## src/rtl/multicycle_control_fsm.sv

```systemverilog
// Multi-cycle instruction sequencer: FETCH/DECODE/EXEC/MEM/WB with imem/dmem handshakes,
// per-unit clock-gate enables, retired-instruction counter and a sticky trap flag.
module multicycle_control_fsm #(
    parameter int CNT_W       = 32,
    parameter int MEM_TIMEOUT = 16,
    parameter bit ENABLE_JAL  = 1'b1
) (
    input  logic             clk,
    input  logic             rst_n,
    input  logic [6:0]       opcode,
    input  logic             zero_flag,
    input  logic             stall_i,
    input  logic             imem_ready,
    input  logic             dmem_ready,
    input  logic             trap_clr,
    output logic             imem_req,
    output logic             dmem_req,
    output logic             ir_write,
    output logic             pc_write,
    output logic [1:0]       pc_src,
    output logic             reg_write,
    output logic             alu_src_b,
    output logic [1:0]       alu_op,
    output logic             mem_read,
    output logic             mem_write,
    output logic [1:0]       mem_to_reg,
    output logic             cg_en_alu,
    output logic             cg_en_rf,
    output logic             cg_en_dmem,
    output logic             illegal_instr,
    output logic [CNT_W-1:0] instret,
    output logic [2:0]       state_o
);
    // state  | meaning
    // FETCH  | imem request outstanding, IR/PC load on imem_ready
    // DECODE | latch opcode, read operands, screen illegal opcodes
    // EXEC   | ALU operation; branches resolve and retire here
    // MEM    | dmem request outstanding (LW/SW)
    // WB     | register write-back, JAL PC update
    // TRAP   | sticky illegal/timeout state, left only via trap_clr
    typedef enum logic [2:0] {
        ST_FETCH  = 3'd0,
        ST_DECODE = 3'd1,
        ST_EXEC   = 3'd2,
        ST_MEM    = 3'd3,
        ST_WB     = 3'd4,
        ST_TRAP   = 3'd5
    } state_t;

    typedef struct packed {
        logic       imem_req;
        logic       dmem_req;
        logic       br_pc;
        logic       wb_pc;
        logic [1:0] pc_src;
        logic       reg_write;
        logic       alu_src_b;
        logic [1:0] alu_op;
        logic       mem_read;
        logic       mem_write;
        logic [1:0] mem_to_reg;
        logic       cg_alu;
        logic       cg_rf;
        logic       cg_dmem;
        logic       illegal;
    } ctrl_t;

    localparam logic [6:0] OP_R   = 7'b0110011;
    localparam logic [6:0] OP_I   = 7'b0010011;
    localparam logic [6:0] OP_LW  = 7'b0000011;
    localparam logic [6:0] OP_SW  = 7'b0100011;
    localparam logic [6:0] OP_BR  = 7'b1100011;
    localparam logic [6:0] OP_LUI = 7'b0110111;
    localparam logic [6:0] OP_JAL = 7'b1101111;

    localparam int            TO_W   = $clog2(MEM_TIMEOUT);
    localparam logic [TO_W-1:0] TO_LIM = TO_W'(MEM_TIMEOUT - 1);

    function automatic logic is_legal(input logic [6:0] op);
        logic ok;
        ok = 1'b0;
        case (op)
            OP_R, OP_I, OP_LW, OP_SW, OP_BR, OP_LUI: ok = 1'b1;
            OP_JAL:                                  ok = ENABLE_JAL;
            default:                                 ok = 1'b0;
        endcase
        return ok;
    endfunction

    function automatic ctrl_t decode(input state_t s, input logic [6:0] op);
        ctrl_t c;
        c = '0;
        case (s)
            ST_FETCH:  c.imem_req = 1'b1;
            ST_DECODE: c.cg_rf = 1'b1;
            ST_EXEC: begin
                c.cg_alu = 1'b1;
                case (op)
                    OP_R:         c.alu_op = 2'b10;
                    OP_I:         begin c.alu_src_b = 1'b1; c.alu_op = 2'b10; end
                    OP_LW, OP_SW: c.alu_src_b = 1'b1;
                    OP_BR:        begin c.alu_op = 2'b01; c.br_pc = 1'b1; c.pc_src = 2'b01; end
                    OP_LUI:       begin c.alu_src_b = 1'b1; c.alu_op = 2'b11; end
                    default:      c.alu_op = 2'b00;
                endcase
            end
            ST_MEM: begin
                c.dmem_req  = 1'b1;
                c.cg_dmem   = 1'b1;
                c.mem_read  = (op == OP_LW);
                c.mem_write = (op == OP_SW);
            end
            ST_WB: begin
                c.reg_write = 1'b1;
                c.cg_rf     = 1'b1;
                if (op == OP_LW) c.mem_to_reg = 2'b01;
                if (op == OP_JAL) begin
                    c.mem_to_reg = 2'b10;
                    c.wb_pc      = 1'b1;
                    c.pc_src     = 2'b10;
                end
            end
            ST_TRAP: c.illegal = 1'b1;
            default: c = '0;
        endcase
        return c;
    endfunction

    state_t           state_q, state_d;
    logic [6:0]       opc_q, opc_d;
    logic [TO_W-1:0]  to_q, to_d;
    logic [CNT_W-1:0] instret_q, instret_d;
    ctrl_t            ctrl_q;

    always_comb begin
        state_d   = state_q;
        opc_d     = opc_q;
        to_d      = to_q;
        instret_d = instret_q;
        if (!stall_i) begin
            case (state_q)
                ST_FETCH: begin
                    // The cycle straight out of reset has no request yet, so it neither waits nor hands off.
                    if (ctrl_q.imem_req) begin
                        if (imem_ready)          state_d = ST_DECODE;
                        else if (to_q == TO_LIM) state_d = ST_TRAP;
                        else                     to_d    = to_q + 1'b1;
                    end
                end
                ST_DECODE: begin
                    opc_d   = opcode;
                    state_d = is_legal(opcode) ? ST_EXEC : ST_TRAP;
                end
                ST_EXEC: begin
                    case (opc_q)
                        OP_LW, OP_SW: state_d = ST_MEM;
                        OP_BR: begin
                            state_d   = ST_FETCH;
                            instret_d = instret_q + 1'b1;
                        end
                        default:      state_d = ST_WB;
                    endcase
                end
                ST_MEM: begin
                    if (dmem_ready) begin
                        if (opc_q == OP_LW) begin
                            state_d = ST_WB;
                        end else begin
                            state_d   = ST_FETCH;
                            instret_d = instret_q + 1'b1;
                        end
                    end else if (to_q == TO_LIM) begin
                        state_d = ST_TRAP;
                    end else begin
                        to_d = to_q + 1'b1;
                    end
                end
                ST_WB: begin
                    state_d   = ST_FETCH;
                    instret_d = instret_q + 1'b1;
                end
                ST_TRAP: if (trap_clr) state_d = ST_FETCH;
                default: state_d = ST_FETCH;
            endcase
            if (state_d != state_q) to_d = '0;
        end
    end

    // Controls are registered from the next state so they line up with state_q and reset to 0.
    always_ff @(posedge clk or negedge rst_n) begin
        if (!rst_n) begin
            state_q   <= ST_FETCH;
            opc_q     <= '0;
            to_q      <= '0;
            instret_q <= '0;
            ctrl_q    <= '0;
        end else begin
            state_q   <= state_d;
            opc_q     <= opc_d;
            to_q      <= to_d;
            instret_q <= instret_d;
            if (!stall_i) ctrl_q <= decode(state_d, opc_d);
        end
    end

    assign imem_req      = ctrl_q.imem_req;
    assign dmem_req      = ctrl_q.dmem_req;
    assign ir_write      = ctrl_q.imem_req & imem_ready & ~stall_i;
    assign pc_write      = ~stall_i & ((ctrl_q.imem_req & imem_ready) |
                                       (ctrl_q.br_pc & zero_flag) | ctrl_q.wb_pc);
    assign pc_src        = ctrl_q.pc_src;
    assign reg_write     = ctrl_q.reg_write & ~stall_i;
    assign alu_src_b     = ctrl_q.alu_src_b;
    assign alu_op        = ctrl_q.alu_op;
    assign mem_read      = ctrl_q.mem_read;
    assign mem_write     = ctrl_q.mem_write;
    assign mem_to_reg    = ctrl_q.mem_to_reg;
    assign cg_en_alu     = ctrl_q.cg_alu & ~stall_i;
    assign cg_en_rf      = ctrl_q.cg_rf & ~stall_i;
    assign cg_en_dmem    = ctrl_q.cg_dmem & ~stall_i;
    assign illegal_instr = ctrl_q.illegal;
    assign instret       = instret_q;
    assign state_o       = state_q;

endmodule
```

## config.mk

```make
export PLATFORM = sky130hd
export DESIGN_NAME = multicycle_control_fsm
export DESIGN_NICKNAME = d
export VERILOG_FILES = /design/src/rtl/multicycle_control_fsm.sv
export SDC_FILE = /design/constraint.sdc
export NUM_CORES = 1
export LEC_CHECK = 0
export ABC_CLOCK_PERIOD_IN_PS = 2350
export CAP_MARGIN = 10
export CORE_ASPECT_RATIO = 0.5
export CORE_MARGIN = 8
export CORE_UTILIZATION = 45
export CTS_BUF_LIST = sky130_fd_sc_hd__clkbuf_16
export CTS_CLUSTER_DIAMETER = 200
export DETAILED_ROUTE_END_ITERATION = 16
export GPL_TIMING_DRIVEN = 0
export PLACE_DENSITY = 0.72
export SYNTH_ARGS = -nofsm -noshare
export SYNTH_HDL_FRONTEND = slang
export SYNTH_SLANG_ARGS = --single-unit
```

## constraint.sdc

```tcl
create_clock -name clk -period 2.35 [get_ports clk]
set_clock_uncertainty 0.05 [all_clocks]
set_input_delay 0.47 -clock clk [delete_from_list [all_inputs] [get_ports clk]]
set_output_delay 0.47 -clock clk [all_outputs]
set_load 0.02 [all_outputs]
```

### Word level (Yosys, flattened, before mapping)

Cells that the tools add are included.

* word-level logic and storage cells: 122
* output and inout bits: 53
* input bits: 14
* flip-flop bits (word level): 63

* bitwise logic cells: 11
* equal/unequal tests: 35
* add/sub/neg operators: 2
* reduce and logical (&&, ||, !) cells: 11
* mux-type cells: 45

Operators with widths (count)
* $mux 32: 3
* $pmux 32 s3: 1
* $eq 7x6->1 const B: 7
* $eq 7x7->1 const B: 5
* $mux 3: 11
* $add 32x1->32 const B: 1
* $eq 7x2->1 const B: 3
* $mux 4: 5
* $mux 1: 15
* $pmux 3 s5: 1
* $eq 7x5->1 const B: 2
* $mux 7: 2
* $eq 3x2->1 const B: 4
* $eq 3x3->1 const B: 4
* $reduce_and 5->1: 2
* $ne 3x3->1 const B: 3
* $and 1x1->1: 8
* $pmux 4 s2: 1
* $reduce_or 7->1: 1
* $eq 3x1->1 const B: 2
* $logic_not 3->1: 2
* $mux 2: 3
* $ne 2x2->1 const B: 3
* $pmux 2 s3: 1
* other kinds (10): 14

### Longest topological paths before layout

Gate-level depths: netlist (run 1).

* word-level depth: 12
* depth in mapped cells: 7
* mapped depth without buffers: 7

### Worst setup path before layout (run 1)

No wires, ideal clock.

* path type: reg-to-reg
* from: register state_q[2] (netlist: state_o[2])
* to: register ctrl_q, in the netlist mem_read
* required time: 2.205 ns
* data arrival time: 2.147 ns
* cell stages (with the launch flop): 7
* period minus slack after synthesis: 2.293 ns
* path slack: 0.057 ns
* setup time: 0.095 ns
* buffers on the path: 1
* cell sequence: dfrtp_1 > nor4b_4 > buf_6 > mux2i_1 > nand2_1 > or3_1 > o31ai_1

* cells in the longest elaborated chain, start to end: 8
* elaborated cells between the ends (all ways): 18
* classes of those cells: 6 x eq/ne; 11 x mux; 1 x reduce/logical

Ends and longest elaborated chain
* start: declaration: line 129 `state_t state_q, state_d;`
* start signal: assignment: line 198 `state_q <= state_d;`
* $mux 3: line 146, 172
* $mux 3: line 145 `if (imem_ready) state_d = ST_DECODE;`
* $mux 3: line 144 `if (ctrl_q.imem_req) begin`
* $pmux 3 s5: line 141 `case (state_q)`
* $mux 3 (2 in a row): line 140 `if (!stall_i) begin`
* $eq 3x2->1: line 93 `case (s)`
* $mux 2 (*): line 93
* end signal: assignment: line 202 `if (!stall_i) ctrl_q <= decode(state_d, opc_d);`
* end: declaration: line 133 `ctrl_t ctrl_q;`

Every way passes the cells marked *; elsewhere a longest branch is shown, timed or not. The select of a mux whose other input is x is not followed.
A chain may end at the register's enable or synchronous reset.

### Worst setup path after layout (run 1)

* from: input port opcode[3]
* to: register ctrl_q, in the netlist alu_op[0]

* cells in the longest elaborated chain, start to end: 11
* elaborated cells between the ends (all ways): 25
* classes of those cells: 12 x eq/ne; 11 x mux; 2 x reduce/logical

Ends and longest elaborated chain
* start: declaration: line 10 `input logic [6:0] opcode,`
* $eq 7x7->1, or another cell as far along: line 82 `case (op)`
* $reduce_or 7->1 (no source line)
* $mux 1: line 82
* $mux 1: line 141
* $mux 1: line 140
* $mux 3: line 152 `state_d = is_legal(opcode) ? ST_EXEC : ST_TRAP;`
* $pmux 3 s5: line 141
* $mux 3 (2 in a row): line 140
* $eq 3x2->1: line 93
* $mux 3 (*): line 93

Marked as above.

==> results of run 1 <==
[synthesized netlist by cell type (all sizes together), types with 2 or more instances]
| cell | count | share of area, % |
|---|---|---|
| clkbuf | 4 | 0.46 |
| xnor2 | 23 | 6.2 |
| nor2 | 14 | 1.7 |
| nand2 | 45 | 5.3 |
| inv | 8 | 0.93 |
| o31ai | 9 | 2.1 |
| a32o | 2 | 0.62 |
| xor2 | 9 | 2.4 |
| mux2i | 3 | 0.93 |
| nand3 | 12 | 1.9 |
| a21oi | 8 | 1.3 |
| buf | 10 | 2.6 |
| nand2b | 4 | 0.77 |
| a31oi | 2 | 0.39 |
| and4 | 6 | 1.6 |
| ha | 2 | 0.77 |
| nand4 | 10 | 1.9 |
| nor4 | 3 | 1.0 |
| nor3 | 10 | 2.2 |
| nor2b | 5 | 0.96 |
| mux2 | 5 | 1.7 |
| o41ai | 3 | 0.81 |
| nand3b | 2 | 0.85 |
| o21ai | 9 | 1.5 |
| or3 | 5 | 1.1 |
| nor4b | 3 | 1.9 |
| or4 | 2 | 0.58 |
| and3 | 10 | 1.9 |
| o21a | 2 | 0.50 |
| dfrtp | 61 | 47 |
[power by group]
group          switching, mW  total [mW]  internal (mW)
Sequential             0.178        1.36           1.19
Clock                  0.460        1.26          0.804
Combinational          0.632        1.15          0.517
Total                   1.27        3.78           2.51
[kinds of logic after synthesis]
logic type,after synthesis,synth area share (%)
AOI/OAI and AO/OA,47,11.3
xor gates and xnor gates,32,8.64
adders and majority gates,2,0.771
buffers and inverters,23,4.09
DFF,61,47.0
muxes,8,2.66
and+or+nand+nor,137,25.5
[per-stage QoR]
step                cell area [um2]  std cells  setup TNS [ns]  hold slack, ns
detailed placement             4040        473          -10.48           0.416
finish                         4400        490               0          0.0709
global placement               4030        472          -84.71           0.407
floorplan                      3250        310               0           0.124
CTS                            4350        490               0          0.0747
global route                   4400        490         -0.0332           0.109
[routing by layer]
metal	vias up	track usage [%]	wire [um]
li1	1281	-	-
met1	1284	25.0	4160
met2	80	19.5	3090
met3	8	6.12	614
met4	0	5.88	84
met5	-	0	0
[cell type report]
type / instances / area, um2
timing repair buffer: 68 / 681
clock buffer: 9 / 225
inverter: 9 / 33.8
fill: 621 / 2760
tap: 96 / 120
clock inverter: 7 / 58.8
multi-input combinational: 226 / 1640
buffer: 14 / 110
sequential: 61 / 1530
[timing repair]
action,CTS,global route
pin swaps,1,1
buffers inserted,1,0
endpoints found under the hold margin,0,0
endpoints found under the setup margin,13,8
gates resized for setup,10,9
[worst max path at each step]
| stage | startpoint | slack, ns | cells past startpoint | to |
|---|---|---|---|---|
| 2_1_floorplan | state_o[2] | 0.06 | 6 | mem_read |
| 3_3_place_gp | rst_n | -1.23 | 1 | instret[28] |
| 3_5_place_dp | stall_i | -0.70 | 5 | ir_write |
| 4_1_cts | opcode[4] | 0.04 | 7 | alu_op[0] |
| 5_1_grt | opcode[5] | -0.02 | 7 | alu_op[0] |
| 6_report | opcode[3] | 0.04 | 7 | alu_op[0] |
[worst reg2reg max path: stages (launching register included)]
cell,delay [ns]
dfrtp_1,0.42
buf_2,0.21
or4b_2,0.69
a21oi_2,0.20
nor2_1,0.07
nand2_1,0.21
or3_1,0.21
nand2_1,0.06
==> results.tsv, run 1 <==
metric	value	unit
status	complete, no violations	
DRT antenna net count	0	
max reg flops	32	
Synth async-reset ratio	100	%
max_cap viols	0	
Final Setup Violations	0	
cells on worst reg2reg path	7	
Hold Crit Class	input pin to asynchronous set/reset pin	
H-Tree Level Count	3	
Core Area	7160	um2
Vias/cell	5.41	
Slew HR	64.3	%
PD cells	859	nW/um2
final WL	7950	um
CP max-delay cell	clkdlybuf4s50_1	
mean post-synth cell area	10.5	um2
Port Buffers	66	
FF-to-FF End	mem_to_reg[1]	
Seq cells post-synth	61	
pre-CTS WS	-0.703	ns
Worst EP required	2.54	ns
most frequent cells in the layout	61 x dfrtp_1, 60 x clkdlybuf4s50_1, 44 x nand2_1	
drt first pass iters	4	
library cells used by synthesis	63	
Via Count	2653	
Worst EP arrival	2.49	ns
startpoint types	input pin	
vias in the first global route	2406	
WL per Instance	16.2	um
Longest Clk Path Bufs	2	
largest delay contributor family on the critical path	simple AND/OR/NAND/NOR gates	
DRC Markers	0	
Final Total Pwr	3.78	mW
largest net degree at the start of global routing	40	
First DRT Iteration DRCs	185	
Post-Syn Area	3250	um2
height of the die	76.1	um
Worst Tran Pin Value	0.536	ns
Hold Vio Cnt, Final	0	
clk slew on worst S/H paths	0.05	ns
Reg2Reg Setup Slack	0.12	ns
area grow syn2layout	35.5	%
Pleak	1.91	nW
HPWL Detailed	6070	um
final cycle utilization of the critical path	98.2	%
worst-skew pair later-pin latency	0.33	ns
I/O pins	67	
share of layout cells above drive strength 1	16.5	%
FMAX	434	MHz
Synth Instances	310	
Die X	136	um
CTS Buf Count	9	
crit-path max cell delay	0.66	ns
antenna diode count	0	
Final Critical Period	2.31	ns
die area	10400	um2
clk root buf	clkbuf_16	
CP Cell Sequence	clkdlybuf4s50_1 > nand3_1 > nor2_1 > nor3_2 > or4_1 > a211o_4 > o31ai_2	
Net Count, Synth	326	
initial antenna violation count	0	
Core Util, Final	61.5	%
gr ovfl total	0	
CTS tree	built	
starting density of the core	45.3	%
first-pass GRT wire length	13200	um
final slew viol count	0	
CP Class	input pin to flip-flop	
Placer Congestion	0.889	
WP buf/inv	1	
FP Rows	22	
Hold Buf Count CTS	0	
VDD IR max	553	uV
clk sinks	61	
Crit Path Max Fanout	6	
Synth warnings	0	
sequential area share after synthesis	47.0	%
nets	405	
critical path capture point type	flip-flop	
number of flops mapped to enable cells by yosys	0	
min setup slack post-route	0.0433	ns
reg2reg start	state_o[0]	
most common cell after layout, fill and taps aside	dfrtp_1	
GRT Util Overall	16.3	%
Synth Flop Type	dfrtp_1	
(Power assumes the default switching activity.)
==> run 2, diff against run 1 <==
--- a/config.mk
+++ b/config.mk
@@ -15,6 +15,7 @@
 export DETAILED_ROUTE_END_ITERATION = 16
 export GPL_TIMING_DRIVEN = 0
 export PLACE_DENSITY = 0.72
+export SLEW_MARGIN = 20
 export SYNTH_ARGS = -nofsm -noshare
 export SYNTH_HDL_FRONTEND = slang
 export SYNTH_SLANG_ARGS = --single-unit
==> run 2 against run 1 <==
Against the previous run:
- total power grew 6.2%
- via count up 0.34%
- final area is 1.8% higher
- count of clock-buffer cells in the layout did not move
- first-iteration DRC count down 4.3%
- maximum frequency down 0.14%
- combinational power is essentially flat
- sequential power about the same
- critical path depth stayed put
- flip-flop and latch count unchanged
==> results.tsv, run 2 (synthesis results as in run 1) <==
metric	value	unit
HPWL Detailed	6070	um
initial antenna violation count	0	
most common cell after layout, fill and taps aside	clkdlybuf4s50_1	
antenna diode count	0	
largest net degree at the start of global routing	42	
Seq. cell area	1530	um2
DP Area	4040	um2
status	complete, no violations	
height of the die	76.1	um
Hold Path End	pc_src[1]	
Worst EP required	2.54	ns
drt first pass iters	5	
starting density of the core	45.3	%
area of the multi-input gates	1640	um2
Design Area, Final	4480	um2
Hold Vio Cnt, Final	0	
Hold Crit Class	flip-flop to flip-flop	
Core Area	7160	um2
PD cells	896	nW/um2
area grow syn2layout	38.0	%
Worst EP arrival	2.50	ns
die area	10400	um2
I/O pins	67	
clk root buf	clkbuf_16	
Hold Crit Start	pc_src[1]	
gr ovfl total	0	
WP buf/inv	1	
Final Setup Violations	0	
FMAX	433	MHz
Worst Tran Pin Value	0.469	ns
Fill cells	592	
grt peak-use layer	met1	
CP Class	input pin to flip-flop	
Crit. path cell count	7	
nets	409	
final slew viol count	0	
CP max-delay cell	clkdlybuf4s50_1	
Placer Congestion	0.889	
crit-path max cell delay	0.53	ns
Vias/cell	5.39	
reg2reg start	state_o[0]	
share of layout cells above drive strength 1	17.1	%
Crit Path Max Fanout	5	
vias in the first global route	2483	
critical path capture point type	flip-flop	
final cycle utilization of the critical path	98.3	%
most frequent cells in the layout	61 x clkdlybuf4s50_1, 60 x dfrtp_1, 44 x nand2_1	
Reg2Reg Setup Slack	0.10	ns
DRC Markers	0	
clk sinks	61	
Final Critical Period	2.31	ns
CP Cell Sequence	clkdlybuf4s50_1 > nand2b_1 > a211oi_2 > nor3_2 > or4_1 > a211o_4 > o31ai_2	
Pleak	1.95	nW
Post-Layout Cell Count	494	
WL per Instance	16.7	um
Placed Cells incl. Taps	473	
max reg flops	32	
Port Buffers	66	
Final Total Pwr	4.01	mW
DRT antenna net count	0	
Hold Path Depth	2	
CTS Buf Count	9	
worst-skew pair later-pin latency	0.32	ns
Via Count	2662	
FP Rows	22	
met1 Resource Use GR	25.2	%
met3 Use GR	5.79	%
GRT Util Overall	16.3	%
CTS tree	built	
largest delay contributor family on the critical path	compound AO/OA/AOI/OAI gates	
H-Tree Level Count	3	
M2 GR Usage	19.9	%
first-pass GRT wire length	13400	um
startpoint types	input pin	
final WL	8240	um
cells on worst reg2reg path	7	
Longest Clk Path Bufs	2	
Die X	136	um
Setup TNS	0	ns
clk slew on worst S/H paths	0.05	ns
max_cap viols	0	
FF-to-FF End	mem_to_reg[1]	
VDD IR max	803	uV
First DRT Iteration DRCs	177	
Slew HR	68.3	%
-- run 2: layer usage --
layer / wire, um / part of all wire, %
met4: 97 / 1.2
met5: 0 / 0
met3: 685 / 8.3
met1: 4200 / 51
met2: 3250 / 39
-- run 2: power breakdown --
| part | internal, mW | switching (mW) |
|---|---|---|
| clock network | 1.02 | 0.454 |
| registers | 1.19 | 0.178 |
| logic | 0.530 | 0.641 |
-- run 2: cell type report --
class,count,share of cell area [%]
inverter,9,0.754
clock inverter,7,2.37
multi-input combinational,226,36.6
buffer,14,2.46
timing repair buffer,72,16.0
clock buffer,9,5.03
sequential,61,34.1
tap,96,2.68
-- run 2: repair_timing --
action,CTS,global route
setup buffers,1,3
endpoints found under the setup margin,14,10
pin swaps,1,2
hold endpoints to repair,20,0
gates resized for setup,9,9
hold buffers,1,0
cloned,0,0
-- run 2: worst min-delay path: cells and delay by family (launching register included) --
kind	cells	cell delay, ns
simple gates	2	0.10
flops	1	0.34
-- run 2: through the flow --
stage          setup slack, ns  utilization [%]  hold WS, ns
2_1_floorplan           0.0571                -        0.124
6_report                0.0401             62.6        0.424
3_3_place_gp             -1.23             56.3        0.407
3_5_place_dp            -0.708             56.5        0.325
4_1_cts                 0.0234             61.7        0.425
5_1_grt                -0.0190             62.6        0.454
-- run 2: how the worst max path moves through the flow --
stage,end,from
after floorplan,mem_read,state_o[2]
after global placement,instret[28],rst_n
after detailed placement,ir_write,stall_i
after CTS,alu_op[0],opcode[4]
after global routing,ctrl_q[15],opcode[5]
final,alu_op[0],opcode[5]
==> edit 1, RTL diff (config.mk and constraints of run 2) <==
Change the parameter `ENABLE_JAL` from 1'b1 to 1'b0.
--- a/src/rtl/multicycle_control_fsm.sv
+++ b/src/rtl/multicycle_control_fsm.sv
@@ -3,7 +3,7 @@
 module multicycle_control_fsm #(
     parameter int CNT_W       = 32,
     parameter int MEM_TIMEOUT = 16,
-    parameter bit ENABLE_JAL  = 1'b1
+    parameter bit ENABLE_JAL  = 1'b0
 ) (
     input  logic             clk,
     input  logic             rst_n,
Behaviour: not the same (a bounded check fails within 4 cycles, from zero or initial values and one cycle with rst_n low).
==> edit 1 against run 2 <==
  * Total power is 7.9% lower
  * Global-route usage is 0.17 points lower
  * Worst setup slack better by 17 ps
  * Routed wire length is 2.0% lower
  * Final area is 1.9% lower
  * Synthesized area is 2.5% lower
  * Sequential power hardly changed
  * Synthesized cell count is 1.3% higher
  * Sequential cell count stayed put
  * Critical path type is now reg -> reg
  * Critical endpoint is now to_q[1]
  * Largest cell class unchanged
==> edit 1: results (changes against run 2) <==
| Metric | Value |
|---|---|
| Routed met3 length | `582 um (-15%)` |
| Number of global-route vias before repair | `2600 (+4.7%)` |
| Met2 routed WL | `3790 um (+17%)` |
| Top post-synthesis cells by area | `dfrtp_1 (48%), xor2_1 (5.8%), xnor2_1 (3.9%), nand2_1 (3.7%), nor3_1 (3.3%)` |
| Share of the synthesized area in the top cell type | `48.2% (+1.2 points)` |
| Seq cells | `61 (unchanged)` |
| Layout clock area frac | `6.46% (-0.94 points)` |
| Cell Area, Placed | `3960 um^2 (-2.1%)` |
| Dpl cells | `473 (unchanged)` |
| Seq area share | `34.7% (+0.63 points)` |
| Buffers, non-clock | `87 (+1.2%)` |
| TritonCTS Buffers | `9 (unchanged)` |
| Drt pass-1 iters | `4 (-1)` |
| M2 GR Usage | `26.8% (+6.9 points)` |
| All-Layer GR Usage | `16.2% (-0.17 points)` |
| Synth unique cells | `54 (-14%)` |
| Largest net degree at the start of global routing | `36 (-14%)` |
| Initial antenna violation count | `0 (unchanged)` |
| Multi-input gate count | `225 (-0.44%)` |
| Post-synthesis net count | `330 (+1.2%)` |
| CP max FO | `5 (unchanged)` |
| DRT met1 WL | `3520 um (-16%)` |
| XOR/XNOR Fraction of Synth Area | `9.68% (+1.0 points)` |
| Signal inverters | `11 (+2)` |
| Worst EP arrival | `2460 ps (-40 ps)` |
| Synthesized-area fraction occupied by adder cells | `0.791% (+0.020 points)` |
| Worst vdd ir | `0.498 mV (-38%)` |
| Multi-input gate area | `1580 um^2 (-3.8%)` |
| Share of cells above drive strength 1 | `16.0% (-1.1 points)` |
| Worst setup slack after placement | `-436 ps (+272 ps)` |
| Met3 usage | `6.05% (+0.26 points)` |
| NumNets Final | `411 (+0.49%)` |
| Syn avg cell area | `10.1 um^2 (-3.7%)` |
| CP max stage delay | `560 ps (+30 ps)` |
| Critical-path top delay cell | `a2111oi_1` |
| Sequential area share after synthesis | `48.2% (+1.2 points)` |
| N_taps | `92 (-4.2%)` |
| Clk_lat worst skew | `330 ps` |
| Mux contribution to synthesized area | `3.12% (+0.46 points)` |
| H-tree levels | `3 (unchanged)` |
| Post-synth top cells | `dfrtp_1 (61), nand2_1 (31), nor3_1 (21), xor2_1 (21), nor2_1 (20)` |
| Total routed wirelength | `8070 um (-2.0%)` |
| Worst slew margin | `61.6% (-6.7 points)` |
| NonClk Buf Share | `19.3% (+0.81 points)` |
| Via density per instance | `5.43 (+0.75%)` |
| Post-route insts no fill | `492 (-0.40%)` |
| Clk slew on worst S/H paths | `50 ps (about the same)` |
| Synth Area in Compound Gates | `10.0% (-1.3 points)` |
| Global-route wire length before repair | `12800 um (-4.6%)` |
| Met1 GRT Util | `18.7% (-6.5 points)` |
| Leakage Power | `2.02 nW (+4.0%)` |
| Drt initial violations | `153 (-14%)` |
| Fillers | `533 (-10%)` |
| Final HPWL DP | `5670 um (-6.5%)` |
| Port bufs | `66 (unchanged)` |
| Gpl congestion | `0.869 (-2.2%)` |
| Status | `finished clean` |
| Area grow syn2layout | `38.8%` |
| Largest register FFs | `32 (unchanged)` |
## edit 1: timing repair
action | CTS | global route
gates resized for setup | 12 | 32
hold endpoints to repair | 3 | 0
setup endpoints to repair | 15 | 24
setup buffers | 1 | 2
pin swaps | 1 | 6
hold buffers | 1 | 0
## edit 1: final timing paths
check,startpoint,cells past startpoint,slack [ps],endpoint
min reg2reg,pc_src[1],2,420,pc_src[1]
min,pc_src[1],2,420,pc_src[1]
min in group asynchronous,rst_n,2,540,instret[0]
max,opc_q[3],6,60,to_q[1]
max in group asynchronous,rst_n,3,1200,alu_op[0]
max reg2reg,opc_q[3],6,60,to_q[1]
## edit 1: critical path, delay by kind of cell, from the launching register on
family / cells / cell delay [ps]
DFF: 1 / 370
AOI/OAI and AO/OA: 5 / 1520
and+or+nand+nor: 1 / 230
## edit 1: where the power goes
group | switching (W) | total (W) | internal, W
clock network | 0.000456 | 0.00126 | 0.000803
logic | 0.000584 | 0.00106 | 0.000478
registers | 0.000174 | 0.00137 | 0.00120
==> edit 2, RTL diff (config.mk and constraints of run 2) <==
Made on the original files. Take the reset off `to_q` and `instret_q` and load them in a clocked block of their own.
--- a/src/rtl/multicycle_control_fsm.sv
+++ b/src/rtl/multicycle_control_fsm.sv
@@ -191,16 +191,17 @@
         if (!rst_n) begin
             state_q   <= ST_FETCH;
             opc_q     <= '0;
-            to_q      <= '0;
-            instret_q <= '0;
             ctrl_q    <= '0;
         end else begin
             state_q   <= state_d;
             opc_q     <= opc_d;
-            to_q      <= to_d;
-            instret_q <= instret_d;
             if (!stall_i) ctrl_q <= decode(state_d, opc_d);
         end
+    end
+
+    always_ff @(posedge clk) begin
+        to_q      <= to_d;
+        instret_q <= instret_d;
     end
 
     assign imem_req      = ctrl_q.imem_req;
Function: differs if rst_n is asserted again (counterexample within 10 cycles, from zero or initial values and one cycle with rst_n low); with rst_n held inactive, the same outputs for 10 cycles.
==> edit 2 against run 2 <==
  * Total power grew 14%
  * Worst setup slack lost 19 ps
  * Synthesized area grew 2.0%
  * Routed wire length grew 6.6%
  * Sequential cell count is the same
  * Final area grew 6.7%
  * Largest power group is now sequential cells
==> edit 2: results (changes against run 2) <==
| Metric | Value |
|---|---|
| DRT met1 WL | `3620 um (-14%)` |
| All-Layer GR Usage | `17.1% (+0.72 points)` |
| Sequential share of power | `36.4% (+2.4 points)` |
| Global-route wire length before repair | `14200 um (+6.3%)` |
| M2 GR Usage | `28.7% (+8.8 points)` |
| Worst min-delay path class | `in -> async` |
| Critical R2R Capture | `to_q[1]` |
| XOR/XNOR Fraction of Synth Area | `8.73% (+0.098 points)` |
| Die Span X | `137 um (+0.86%)` |
| Routed met3 length | `435 um (-36%)` |
| Top FF cell, synth | `edfxtp_1` |
| Final Util | `66.0% (+3.4 points)` |
| R2R Setup Slk | `20 ps (-80 ps)` |
| Buffers, non-clock | `101 (+17%)` |
| Worst vdd ir | `0.549 mV (-32%)` |
| Synthesized-area fraction occupied by adder cells | `0.756% (-0.015 points)` |
| Post-synthesis net count | `323 (-0.92%)` |
| Port bufs | `65 (-1.5%)` |
| Fillers | `556 (-6.1%)` |
| Leakage Power | `1.86 nW (-4.4%)` |
| Clock group total power | `0.00127 W (-14%)` |
| Worst slew margin | `60.9% (-7.5 points)` |
| Async S/R FF share, synth | `41.0% (-59 points)` |
| Register area | `1710 um^2 (+12%)` |
| Syn avg cell area | `10.8 um^2 (+3.0%)` |
| Top post-synthesis cells by area | `edfxtp_1 (33%), dfrtp_1 (19%), xnor2_1 (5.6%), nand3_1 (3.8%), nand2_1 (3.7%)` |
| Gpl congestion | `0.907 (+2.0%)` |
| Met2 routed WL | `4590 um (+41%)` |
| Signal inverters | `6 (-3)` |
| Drt pass-1 iters | `4 (-1)` |
| Reg-to-reg startpoint | `state_o[1]` |
| CP max FO | `10 (+5)` |
| Drt initial violations | `233 (+32%)` |
| NumNets Final | `421 (+2.9%)` |
| Share of cells above drive strength 1 | `24.4% (+7.3 points)` |
| Worst setup slack after placement | `-633 ps (+74.8 ps)` |
| Synth Area in Compound Gates | `9.94% (-1.4 points)` |
| Final HPWL DP | `5900 um (-2.7%)` |
| Via density per instance | `5.45 (+1.1%)` |
| Status | `finished clean` |
| Mux contribution to synthesized area | `3.02% (+0.36 points)` |
| Number of global-route vias before repair | `2832 (+14%)` |
| Sw Share | `34.0% (+2.2 points)` |
| Post-synth EDFFs | `36 (+36)` |
| Sequential area share after synthesis | `51.6% (+4.5 points)` |
| Worst EP arrival | `2320 ps (-180 ps)` |
| Met1 GRT Util | `19.8% (-5.4 points)` |
| Post-synth top cells | `edfxtp_1 (36), nand2_1 (33), dfrtp_1 (25), nand3_1 (25), nor2_1 (23)` |
-- edit 2: changes by cell type after synthesis, sizes merged, moves of 3 or more --
cell,run 2,this run
dfrtp,61,25
edfxtp,0,36
nor2b,5,9
nand4,10,2
nor2,14,24
nor3,10,7
xor2,9,12
mux2,5,8
nand2,45,33
nand3,12,26
o31ai,9,3
and4,6,1
-- edit 2: worst max-delay path, stage by stage (launching register included) --
cell and delay (ps):
dfrtp_1 400, buf_4 210, or4bb_4 570, o32ai_4 190, a211oi_2 80, nand3b_1 150
a221o_2 210, o21ba_4 170
-- edit 2: logic make-up after synthesis --
kind of cell	Yosys count
AO/OA/AOI/OAI	45
XOR/XNOR	33
adder cells (fa/ha/maj)	2
buffers and inverters	21
flip-flops	61
multiplexers	9
AND/OR/NAND/NOR	136
-- edit 2: what timing repair did --
item,in CTS,in global routing
pin swaps,12,14
setup buffers,10,12
gates cloned,1,0
endpoints found under the setup margin,49,48
resized for setup,33,32
